==> src/rtl/switch_pkg.sv <==
// Shared types for the 4-port switch: port count, port index type and arbiter state encoding.
package switch_pkg;
  localparam int NUM_PORTS = 4;
  localparam int SEL_W     = (NUM_PORTS > 1) ? $clog2(NUM_PORTS) : 1;

  typedef logic [SEL_W-1:0] port_idx_t;

  typedef enum logic {
    IDLE = 1'b0,
    BUSY = 1'b1
  } arb_state_t;
endpackage

==> src/rtl/output_arbiter_if.sv <==
// Arbiter <-> input FIFOs / output mux bundle for one output port of the switch.
interface output_arbiter_if;
  import switch_pkg::*;

  // Handshake: req[i] is the valid of FIFO i's head flit, out_ready the downstream ready;
  // a flit transfers (pop) only in a cycle where arb_active & out_ready, and the head flit
  // of the granted FIFO must stay unchanged until that cycle.
  logic [NUM_PORTS-1:0] req;
  logic [NUM_PORTS-1:0] eop;
  logic                 out_ready;
  port_idx_t            mux_sel;
  logic                 arb_active;
  logic [NUM_PORTS-1:0] pop;
  logic                 pkt_done;
  logic                 wd_err;

  modport master (
    input  req, eop, out_ready,
    output mux_sel, arb_active, pop, pkt_done, wd_err
  );

  modport slave (
    output req, eop, out_ready,
    input  mux_sel, arb_active, pop, pkt_done, wd_err
  );
endinterface

==> src/rtl/rr_priority_pick.sv <==
// Combinational round-robin pick: first requester after rr_ptr, wrapping modulo NUM_PORTS.
module rr_priority_pick
  import switch_pkg::*;
(
  input  logic [NUM_PORTS-1:0] req,
  input  port_idx_t            rr_ptr,
  output port_idx_t            winner,
  output logic                 any_req
);

  // Scan farthest-to-nearest so the nearest requester after rr_ptr is the last write.
  always_comb begin
    winner = rr_ptr;
    for (int i = NUM_PORTS; i >= 1; i--) begin
      if (req[(int'(rr_ptr) + i) % NUM_PORTS]) begin
        winner = port_idx_t'((int'(rr_ptr) + i) % NUM_PORTS);
      end
    end
  end

  assign any_req = |req;

endmodule

==> src/rtl/output_arbiter.sv <==
// Packet-locked round-robin arbiter for one switch output port.
// Optional watchdog release enabled by defining ARB_WATCHDOG_EN.
module output_arbiter
  import switch_pkg::*;
#(
  parameter int MAX_PKT_FLITS = 64,
  localparam int CNT_W = $clog2(MAX_PKT_FLITS + 1)
) (
  input  logic              clk,
  input  logic              rst_n,
  output_arbiter_if.master  bus,
  output arb_state_t        state_dbg,
  output logic [CNT_W-1:0]  flit_cnt_dbg
);

  arb_state_t           state;
  port_idx_t            mux_sel;
  port_idx_t            rr_ptr;
  port_idx_t            winner;
  logic                 any_req;
  logic [CNT_W-1:0]     flit_cnt;
  logic                 head_req;
  logic                 pop_any;
  logic                 eop_pop;
  logic [NUM_PORTS-1:0] pop_vec;
`ifdef ARB_WATCHDOG_EN
  logic                 wd_err;
  logic                 wd_fire;
`endif

  rr_priority_pick u_pick (
    .req     (bus.req),
    .rr_ptr  (rr_ptr),
    .winner  (winner),
    .any_req (any_req)
  );

  always_comb begin
    head_req         = bus.req[mux_sel];
    pop_any          = (state == BUSY) & head_req & bus.out_ready;
    eop_pop          = pop_any & bus.eop[mux_sel];
    pop_vec          = '0;
    pop_vec[mux_sel] = pop_any;
  end

`ifdef ARB_WATCHDOG_EN
  // Fires on the pop that brings the count to the limit without closing the packet.
  assign wd_fire = pop_any & ~bus.eop[mux_sel] & (flit_cnt == CNT_W'(MAX_PKT_FLITS - 1));
`endif

  always_ff @(posedge clk or negedge rst_n) begin
    if (!rst_n) begin
      state    <= IDLE;
      mux_sel  <= '0;
      rr_ptr   <= port_idx_t'(NUM_PORTS - 1);
      flit_cnt <= '0;
`ifdef ARB_WATCHDOG_EN
      wd_err   <= 1'b0;
`endif
    end else begin
`ifdef ARB_WATCHDOG_EN
      wd_err <= 1'b0;
`endif
      case (state)
        IDLE: begin
          if (any_req) begin
            mux_sel  <= winner;
            flit_cnt <= '0;
            state    <= BUSY;
          end
        end
        BUSY: begin
          if (pop_any && (flit_cnt != CNT_W'(MAX_PKT_FLITS))) begin
            flit_cnt <= flit_cnt + 1'b1;
          end
          // Leaving BUSY always costs one IDLE cycle before the next grant.
          if (eop_pop) begin
            rr_ptr <= mux_sel;
            state  <= IDLE;
          end
`ifdef ARB_WATCHDOG_EN
          else if (wd_fire) begin
            wd_err <= 1'b1;
            rr_ptr <= mux_sel;
            state  <= IDLE;
          end
`endif
        end
        default: state <= IDLE;
      endcase
    end
  end

  assign bus.mux_sel    = mux_sel;
  assign bus.arb_active = (state == BUSY) & head_req;
  assign bus.pop        = pop_vec;
  assign bus.pkt_done   = eop_pop;
`ifdef ARB_WATCHDOG_EN
  assign bus.wd_err     = wd_err;
`else
  assign bus.wd_err     = 1'b0;
`endif

  assign state_dbg    = state;
  assign flit_cnt_dbg = flit_cnt;

endmodule

==> src/flat_wrapper.sv <==
// flat-port wrapper written by rule: the top's interface ports become plain ports
module output_arbiter_flat import switch_pkg::*;
#(
  parameter int MAX_PKT_FLITS = 64,
  localparam int CNT_W = $clog2(MAX_PKT_FLITS + 1)
)
  (clk, rst_n, state_dbg, flit_cnt_dbg, bus_req, bus_eop, bus_out_ready, bus_mux_sel, bus_arb_active, bus_pop, bus_pkt_done, bus_wd_err);
  output_arbiter_if bus_i ();
  input  logic clk;
  input  logic rst_n;
  output arb_state_t state_dbg;
  output logic [CNT_W-1:0] flit_cnt_dbg;
  input wire logic [$bits(bus_i.req)-1:0] bus_req;
  input wire logic [$bits(bus_i.eop)-1:0] bus_eop;
  input wire logic [$bits(bus_i.out_ready)-1:0] bus_out_ready;
  output wire logic [$bits(bus_i.mux_sel)-1:0] bus_mux_sel;
  output wire logic [$bits(bus_i.arb_active)-1:0] bus_arb_active;
  output wire logic [$bits(bus_i.pop)-1:0] bus_pop;
  output wire logic [$bits(bus_i.pkt_done)-1:0] bus_pkt_done;
  output wire logic [$bits(bus_i.wd_err)-1:0] bus_wd_err;
  assign bus_i.req = bus_req;
  assign bus_i.eop = bus_eop;
  assign bus_i.out_ready = bus_out_ready;
  assign bus_mux_sel = bus_i.mux_sel;
  assign bus_arb_active = bus_i.arb_active;
  assign bus_pop = bus_i.pop;
  assign bus_pkt_done = bus_i.pkt_done;
  assign bus_wd_err = bus_i.wd_err;
  output_arbiter #(.MAX_PKT_FLITS(MAX_PKT_FLITS)) u_core (.clk(clk), .rst_n(rst_n), .bus(bus_i), .state_dbg(state_dbg), .flit_cnt_dbg(flit_cnt_dbg));
endmodule
==> config.mk <==
export PLATFORM = sky130hd
export DESIGN_NAME = output_arbiter_flat
export DESIGN_NICKNAME = d
export VERILOG_FILES = /design/src/rtl/switch_pkg.sv /design/src/rtl/output_arbiter_if.sv /design/src/rtl/rr_priority_pick.sv /design/src/rtl/output_arbiter.sv /design/src/flat_wrapper.sv
export SDC_FILE = /design/constraint.sdc
export NUM_CORES = 1
export LEC_CHECK = 0
export CAP_MARGIN = 30
export CORE_ASPECT_RATIO = 0.75
export CORE_MARGIN = 4
export CORE_UTILIZATION = 35
export CTS_CLUSTER_DIAMETER = 80
export DETAILED_ROUTE_END_ITERATION = 16
export RECOVER_POWER = 25
export SLEW_MARGIN = 10
export SYNTH_ARGS = -nofsm -noshare
export SYNTH_HDL_FRONTEND = slang
export SYNTH_SLANG_ARGS = --single-unit
==> constraint.sdc <==
create_clock -name clk -period 2.06 [get_ports clk]
set_input_delay 0.412 -clock clk [delete_from_list [all_inputs] [get_ports clk]]
set_output_delay 0.412 -clock clk [all_outputs]
set_load 0.02 [all_outputs]
==> metrics.yaml, run 1 <==
sta:
  report.final.hold_viol_count: 0
  postLayoutSetupSlackWorst_ns: 0.0431
  max_slew_margin_pct: 63.6
  fin_tns_setup_ns: 0
  achievable-frequency_mhz: 496
  setup-violations-final: 0
  min_hold_slack_ns: 0.511
  unrepaired_setup_endpoints_after_global_routing: "true"
  fin_crit_sh_pct: 97.9
  period_minus_slack_ns: 2.02
  finalMaxSlewViolations: 0
  worst-slew-pin-transition_ns: 0.544
  fin_worst_skew_ns: 0.00378
drt:
  routed_via_density: 5.05
  route.antenna.remaining_nets: 0
  detailedRoute.firstIterationViolations: 58
  drc: 0
  drt-total-wl_um: 2070
  drtPass1Iterations: 4
  dr_total_vias: 742
  wl_per_cell_um: 14.1
worst_setup_path:
  critical_path_required_ns: 1.65
  regToRegStartpoint: "u_core.bus.mux_sel[1]$_DFFE_PN0P_"
  reg2reg_to: "u_core.rr_ptr[1]$_DFFE_PN1P_"
  worst-r2r-setup-slack_ns: 0.43
  crit_path_end_kind: "primary output"
  critical-path-top-delay-family: "buffers and inverters"
  worst_path_max_delay_cell: "sky130_fd_sc_hd__clkdlybuf4s50_1"
  critical_path.max_fanout: 4
  ff2ff_path_depth: 5
  critical_path_class: "in2out"
  timing.critical_path.cells: "clkdlybuf4s50_1 > and3b_2 > and3_2 > dlygate4sd2_1"
  crit_buf_inv: 2
  cp_slowest_stage_delay_ns: 0.47
  worstSetupStartpointType: "primary input"
  crit_startpoint: "bus_out_ready"
  worst-endpoint-arrival_ns: 1.60
yosys:
  synth_xor_area_share_pct: 0
  sequential_to_total_area_share_from_yosys_stat_pct: 37.1
  synth.lib_cells_used.distinct: 36
  syn-cell-area_um2: 817
  synth_compound_area_share_pct: 16.5
  async_flop_share_pct: 100
  flops_latches_synth: 12
  yosysWarnings: 0
  synth.net_count: 97
  post_synth_fa_ha_maj_area_fraction_pct: 3.06
  yosys-mux-area-fraction_pct: 16.1
  synth.avg_cell_area_um2: 9.73
  synth-edff-count: 0
  netlist_instances: 84
  post_synthesis_simple_gate_area_fraction_pct: 21.1
  synth_top_family_by_area: "simple AND/OR/NAND/NOR gates"
  synth_top_flop_cell: "sky130_fd_sc_hd__dfrtp_1"
clock_tree:
  post_cts.repair.setup_buffers: 0
  clock_latency_ns: 0.28
  cts.sink_count: 12
  cts_hold_repair.buffers: 0
  clkTransAtPathRegs_ns: 0.08
  cts.root.buffer_cell: "sky130_fd_sc_hd__clkbuf_4"
  max-clock-path-buffers: 2
  htree_depth: 1
  cts-buffers-inserted: 3
  cts_tree: "built"
finish:
  areaGrowthSynthToFinish_pct: 47.0
  postLayoutCoreUtil_pct: 57.1
  mostFrequentLayoutCell: "sky130_fd_sc_hd__clkdlybuf4s50_1"
  diodes: 0
  post_route_cells_drive_above_1_share_pct: 28.5
  finalNetCount: 137
  mostFrequentLayoutCells: "sky130_fd_sc_hd__clkdlybuf4s50_1, sky130_fd_sc_hd__buf_4, sky130_fd_sc_hd__nand2_1, sky130_fd_sc_hd__dfrtp_1"
  fillers: 194
floorplan:
  num_rows: 14
  floorplan.die.height_um: 49.8
  top_level_ports: 28
  dieArea_um2: 3180
  initial_core_util_pct: 38.9
  die-width_um: 63.8
  fp.coreArea_um2: 2100
hold_path:
  min_delay_path_depth: 1
  hold_path.class: "reg2reg"
  worstHoldEndpoint: "u_core.flit_cnt_dbg[6]$_DFFE_PN0P_"
  min-delay-start: "u_core.flit_cnt_dbg[6]$_DFFE_PN0P_"
placement:
  dp.final_hpwl_um: 1590
  place.port_buffers: 26
  gpl.final_weighted_congestion: 0.751
  dp_worst_setup_slack_ns: -0.379
status:
  status: "finished clean"
power:
  worst_ir_drop_on_vdd_mv: 0.776
  report.power.total_w: 0.00139
  cellLeakagePower_nw: 0.541
  cellPowerDensity_nw_per_um2: 1150
grt:
  largest_net_degree_at_the_start_of_global_routing: 13
  wire_length_of_the_first_global_routing_pass_um: 3400
  grt.overflow.total: 0
  groute.usage.overall_pct: 13.9
  initial_antenna_violation_count: 0
  first_global_vias: 689
job:
  drv_cap: 0
## worst register-to-register path, delay by kind of cell, from the launching register on
family                 cells  cell delay [ns]
AOI/OAI and AO/OA          1             0.14
and+or+nand+nor            1             0.15
buffers and inverters      1             0.14
DFF                        1             0.49
muxes                      2             0.65
## cell type report
class / instances / area [um2] / area share, %
repair buffers: 39 / 335 / 27.9
multi-input cells: 63 / 477 / 39.7
flip-flops and latches: 12 / 304 / 25.3
clock buffers: 4 / 36.3 / 3.02
well taps: 24 / 30.0 / 2.50
inverters: 5 / 18.8 / 1.56
## cells in the mapped netlist (all sizes together) (2+ instances only)
| master | count | share of area, % |
|---|---|---|
| o31ai | 2 | 1.8 |
| dfrtp | 10 | 31 |
| nand2 | 11 | 5.1 |
| mux2i | 6 | 7.8 |
| ha | 2 | 3.1 |
| nor3b | 2 | 1.8 |
| o21ai | 4 | 2.5 |
| nand3 | 5 | 3.1 |
| a21oi | 2 | 1.2 |
| nor3 | 4 | 2.5 |
| buf | 3 | 2.9 |
| or3 | 2 | 1.5 |
| mux2 | 3 | 5.5 |
| inv | 5 | 2.3 |
| a21boi | 2 | 1.8 |
| nor2 | 3 | 1.4 |
| dfstp | 2 | 6.4 |
## routing by layer
metal	wire, um	up-vias	GRT usage (%)
met2	915	12	20.1
li1	-	385	-
met3	78	0	4.09
met5	0	-	0
met1	1080	345	20.5
met4	0	0	2.15
## where the power goes
group / internal, W / total, W / switching, W
Combinational: 0.000399 / 0.000757 / 0.000358
Clock: 0.000108 / 0.000189 / 0.0000811
Sequential: 0.000319 / 0.000441 / 0.000122
Total: 0.000825 / 0.00139 / 0.000562
## sequential cells by signal, indices dropped and copies added (netlist names)
signal	count
u_core.flit_cnt_dbg	7
u_core.bus.mux_sel	2
u_core.rr_ptr	2
u_core.state_dbg	1
## kinds of logic after synthesis
group / Yosys count
flops: 12
buf+inv: 9
mux: 10
simple gates: 33
fa+ha+maj: 2
compound gates: 17
other cells: 1
## how the worst max path moves through the flow
stage,end,slack (ns),cells past startpoint
finish,bus_pop[2],0.04,4
global route,bus_pop[3],-0.02,5
CTS,bus_arb_active,0.02,5
detailed placement,bus_pop[3],-0.38,5
global placement,bus_pkt_done,-0.35,5
floorplan,bus_arb_active,0.21,4
## repair_timing
action                     CTS  global route
resized for setup           21             2
pin swaps                    0             0
setup endpoints to repair    6             3
## per-stage QoR
step	cells	area (um2)
final	147	1200
after floorplan	84	817
after CTS	147	1210
after detailed placement	143	1180
after global routing	147	1200
after global placement	143	1180
(Power assumes the default switching activity.)
==> run 2: changes to the inputs <==
--- a/config.mk
+++ b/config.mk
@@ -12,7 +12,6 @@
 export CTS_CLUSTER_DIAMETER = 80
 export DETAILED_ROUTE_END_ITERATION = 16
 export RECOVER_POWER = 25
-export SLEW_MARGIN = 10
 export SYNTH_ARGS = -nofsm -noshare
 export SYNTH_HDL_FRONTEND = slang
 export SYNTH_SLANG_ARGS = --single-unit
==> results of run 2 <==
Same layout as run 1: the final DEF is identical, and so are final timing and power.
==> run 3: changes to the inputs <==
--- a/config.mk
+++ b/config.mk
@@ -6,8 +6,6 @@
 export NUM_CORES = 1
 export LEC_CHECK = 0
 export CAP_MARGIN = 30
-export CORE_ASPECT_RATIO = 0.75
-export CORE_MARGIN = 4
 export CORE_UTILIZATION = 35
 export CTS_CLUSTER_DIAMETER = 80
 export DETAILED_ROUTE_END_ITERATION = 16
==> constraint.sdc (replaced) <==
create_clock -name clk -period 2.4 [get_ports clk]
set_input_delay 0.48 -clock clk [delete_from_list [all_inputs] [get_ports clk]]
set_output_delay 0.48 -clock clk [all_outputs]
set_load 0.02 [all_outputs]
==> metrics.yaml, run 3 (synthesized netlist as in run 1, its figures left out) <==
power:
  portion_of_total_power_attributed_to_combinational_logic_pct: 53.7  # -0.9 points
  clock_power_share_pct: 11.5  # -2.1 points
  power.switching_w: 0.000456  # -19%
  worst_ir_drop_on_vdd_mv: 0.545  # -30%
  pwr-share-seq_pct: 34.9  # +3.1 points
  switching_share_pct: 41.1  # +0.58 points
  cellLeakagePower_nw: 0.524  # -3.0%
  cellPowerDensity_nw_per_um2: 941  # -19%
  internal_power_w: 0.000655  # -21%
clock_tree:
  cts_hold_repair.buffers: 0  # unchanged
  max-clock-path-buffers: 2  # unchanged
  cts_resized: 8  # -62%
  clkTransAtPathRegs_ns: 0.08  # about the same
  cts_tree: "built"
  clock_latency_ns: 0.27  # about the same
  htree_depth: 1  # unchanged
  post_cts.repair.setup_buffers: 0  # unchanged
  cts.sink_count: 12  # unchanged
  cts-buffers-inserted: 3  # unchanged
  cts.root.buffer_cell: "sky130_fd_sc_hd__clkbuf_4"
placement:
  place.port_buffers: 26  # unchanged
  dp.final_hpwl_um: 1430  # -10%
  gpl.final_weighted_congestion: 0.810  # +7.8%
worst_setup_path:
  cp_slowest_stage_delay_ns: 0.46  # about the same
  worstSetupStartpointType: "primary input"
  regToRegStartpoint: "u_core.bus.mux_sel[0]$_DFFE_PN0P_"
  critical-path-top-delay-family: "buffers and inverters"
  critical_path_required_ns: 1.92  # +0.27 ns
  critical_path_class: "in2out"
  worst_path_max_delay_cell: "sky130_fd_sc_hd__mux4_2"
  worst-r2r-setup-slack_ns: 0.67  # +0.24 ns
  crit_buf_inv: 2  # unchanged
  timing.critical_path.cells: "clkdlybuf4s50_1 > mux4_2 > and2_4 > dlygate4sd2_1"
  ff2ff_path_depth: 4  # -1
  critical_path.max_fanout: 2  # -2
  reg2reg_to: "u_core.rr_ptr[0]$_DFFE_PN1P_"
  worst-endpoint-arrival_ns: 1.83  # +0.23 ns
  worst-path-stages: 4  # unchanged
  crit_path_end_kind: "primary output"
grt:
  initial_antenna_violation_count: 0  # unchanged
  largest_net_degree_at_the_start_of_global_routing: 13  # unchanged
  wire_length_of_the_first_global_routing_pass_um: 3440  # +1.0%
  grt.overflow.total: 0  # unchanged
  groute.usage.overall_pct: 18.1  # +4.2 points
  first_global_vias: 786  # +14%
floorplan:
  top_level_ports: 28  # unchanged
  floorplan.die.height_um: 50.3  # +0.95%
  dieArea_um2: 2530  # -20%
  die-width_um: 50.3  # -21%
  num_rows: 17  # +3
  initial_core_util_pct: 36.9  # -1.9 points
  fp.coreArea_um2: 2210  # +5.2%
sta:
  unrepaired_setup_endpoints_after_global_routing: "false"
  max_slew_margin_pct: 62.2  # -1.4 points
  min_hold_slack_ns: 0.518  # +0.00702 ns
  period_minus_slack_ns: 2.31
  achievable-frequency_mhz: 432
  fin_tns_setup_ns: 0  # unchanged
  setup-violations-final: 0  # unchanged
  report.final.hold_viol_count: 0  # unchanged
  worst-slew-pin-transition_ns: 0.565  # +0.0211 ns
  fin_crit_sh_pct: 96.4
  finalMaxSlewViolations: 0  # unchanged
  fin_worst_skew_ns: 0.0106  # +0.00683 ns
finish:
  finalNetCount: 133  # -2.9%
  fillers: 211  # +8.8%
  diodes: 0  # unchanged
  post_route_cells_drive_above_1_share_pct: 21.8  # -6.6 points
  mostFrequentLayoutCell: "sky130_fd_sc_hd__clkdlybuf4s50_1"
  mostFrequentLayoutCells: "sky130_fd_sc_hd__clkdlybuf4s50_1, sky130_fd_sc_hd__nand2_1, sky130_fd_sc_hd__buf_4, sky130_fd_sc_hd__dfrtp_1, sky130_fd_sc_hd__dlygate4sd2_1"
  areaGrowthSynthToFinish_pct: 44.6
  largest_register_ff_count: 7  # unchanged
  multi_input_logic_area_um2: 477  # unchanged
  final-seq-area_um2: 304  # unchanged
drt:
  dr_total_vias: 753  # +1.5%
  route.antenna.remaining_nets: 0  # unchanged
  drc: 0  # unchanged
  detailedRoute.firstIterationViolations: 7  # -88%
  routed_via_density: 5.12  # +1.5%
  wl_per_cell_um: 12.9  # -8.2%
  drtPass1Iterations: 2  # -2
  drt-total-wl_um: 1900  # -8.2%
hold_path:
  hold_path.class: "reg2reg"
  min_delay_path_depth: 1  # unchanged
  min-delay-start: "u_core.flit_cnt_dbg[6]$_DFFE_PN0P_"
  worstHoldEndpoint: "u_core.flit_cnt_dbg[6]$_DFFE_PN0P_"
status:
  status: "finished clean"
job:
  drv_cap: 0  # unchanged
==> run 3: cell count changes in the layout (fill, tap and decap cells not counted), sizes merged <==
cell,change
buf,-8
dlygate4sd2,+4
==> run 3: final cells by class <==
type                       count  area share (%)
multi-input combinational     63            40.4
timing repair buffer          35            27.1
sequential                    12            25.7
tap                           28            2.97
clock buffer                   4            2.22
inverter                       5            1.59
==> run 3: per-layer routing <==
metal  vias to the layer above  global-route usage (%)  routed length, um
li1                        373                       -                  -
met1                       352                    21.9                895
met2                        24                    29.8                857
met3                         4                    3.64                118
met4                         0                    10.2                 30
met5                         -                       0                  0
==> run 3: power groups by stage <==
stage	registers (W)	clock network, W	logic, W
global route	0.000406	0.000142	0.000662
floorplan	0.000383	0	0.000371
detailed placement	0.000385	0	0.000612
CTS	0.000388	0.000133	0.000604
finish	0.000388	0.000127	0.000596
global placement	0.000385	0	0.000610
==> run 3: through the flow <==
stage	utilization, %	area, um2	cells	setup slack (ns)	power (W)
2_1_floorplan	-	817	84	0.478	0.000754
3_3_place_gp	52.1	1150	143	-0.145	0.000996
3_5_place_dp	52.1	1150	143	-0.170	0.000997
4_1_cts	53.4	1180	147	0.0899	0.00112
5_1_grt	53.4	1180	147	0.0254	0.00121
6_report	53.4	1180	147	0.0867	0.00111
==> run 3: worst max-delay path by stage <==
stage | to | startpoint | slack (ns)
floorplan | bus_arb_active | u_core.bus.mux_sel[1]$_DFFE_PN0P_ | 0.48
global placement | bus_pkt_done | bus_out_ready | -0.15
detailed placement | bus_pkt_done | bus_out_ready | -0.17
CTS | bus_pkt_done | bus_eop[3] | 0.09
global route | bus_pkt_done | bus_out_ready | 0.03
finish | bus_pkt_done | bus_eop[2] | 0.09
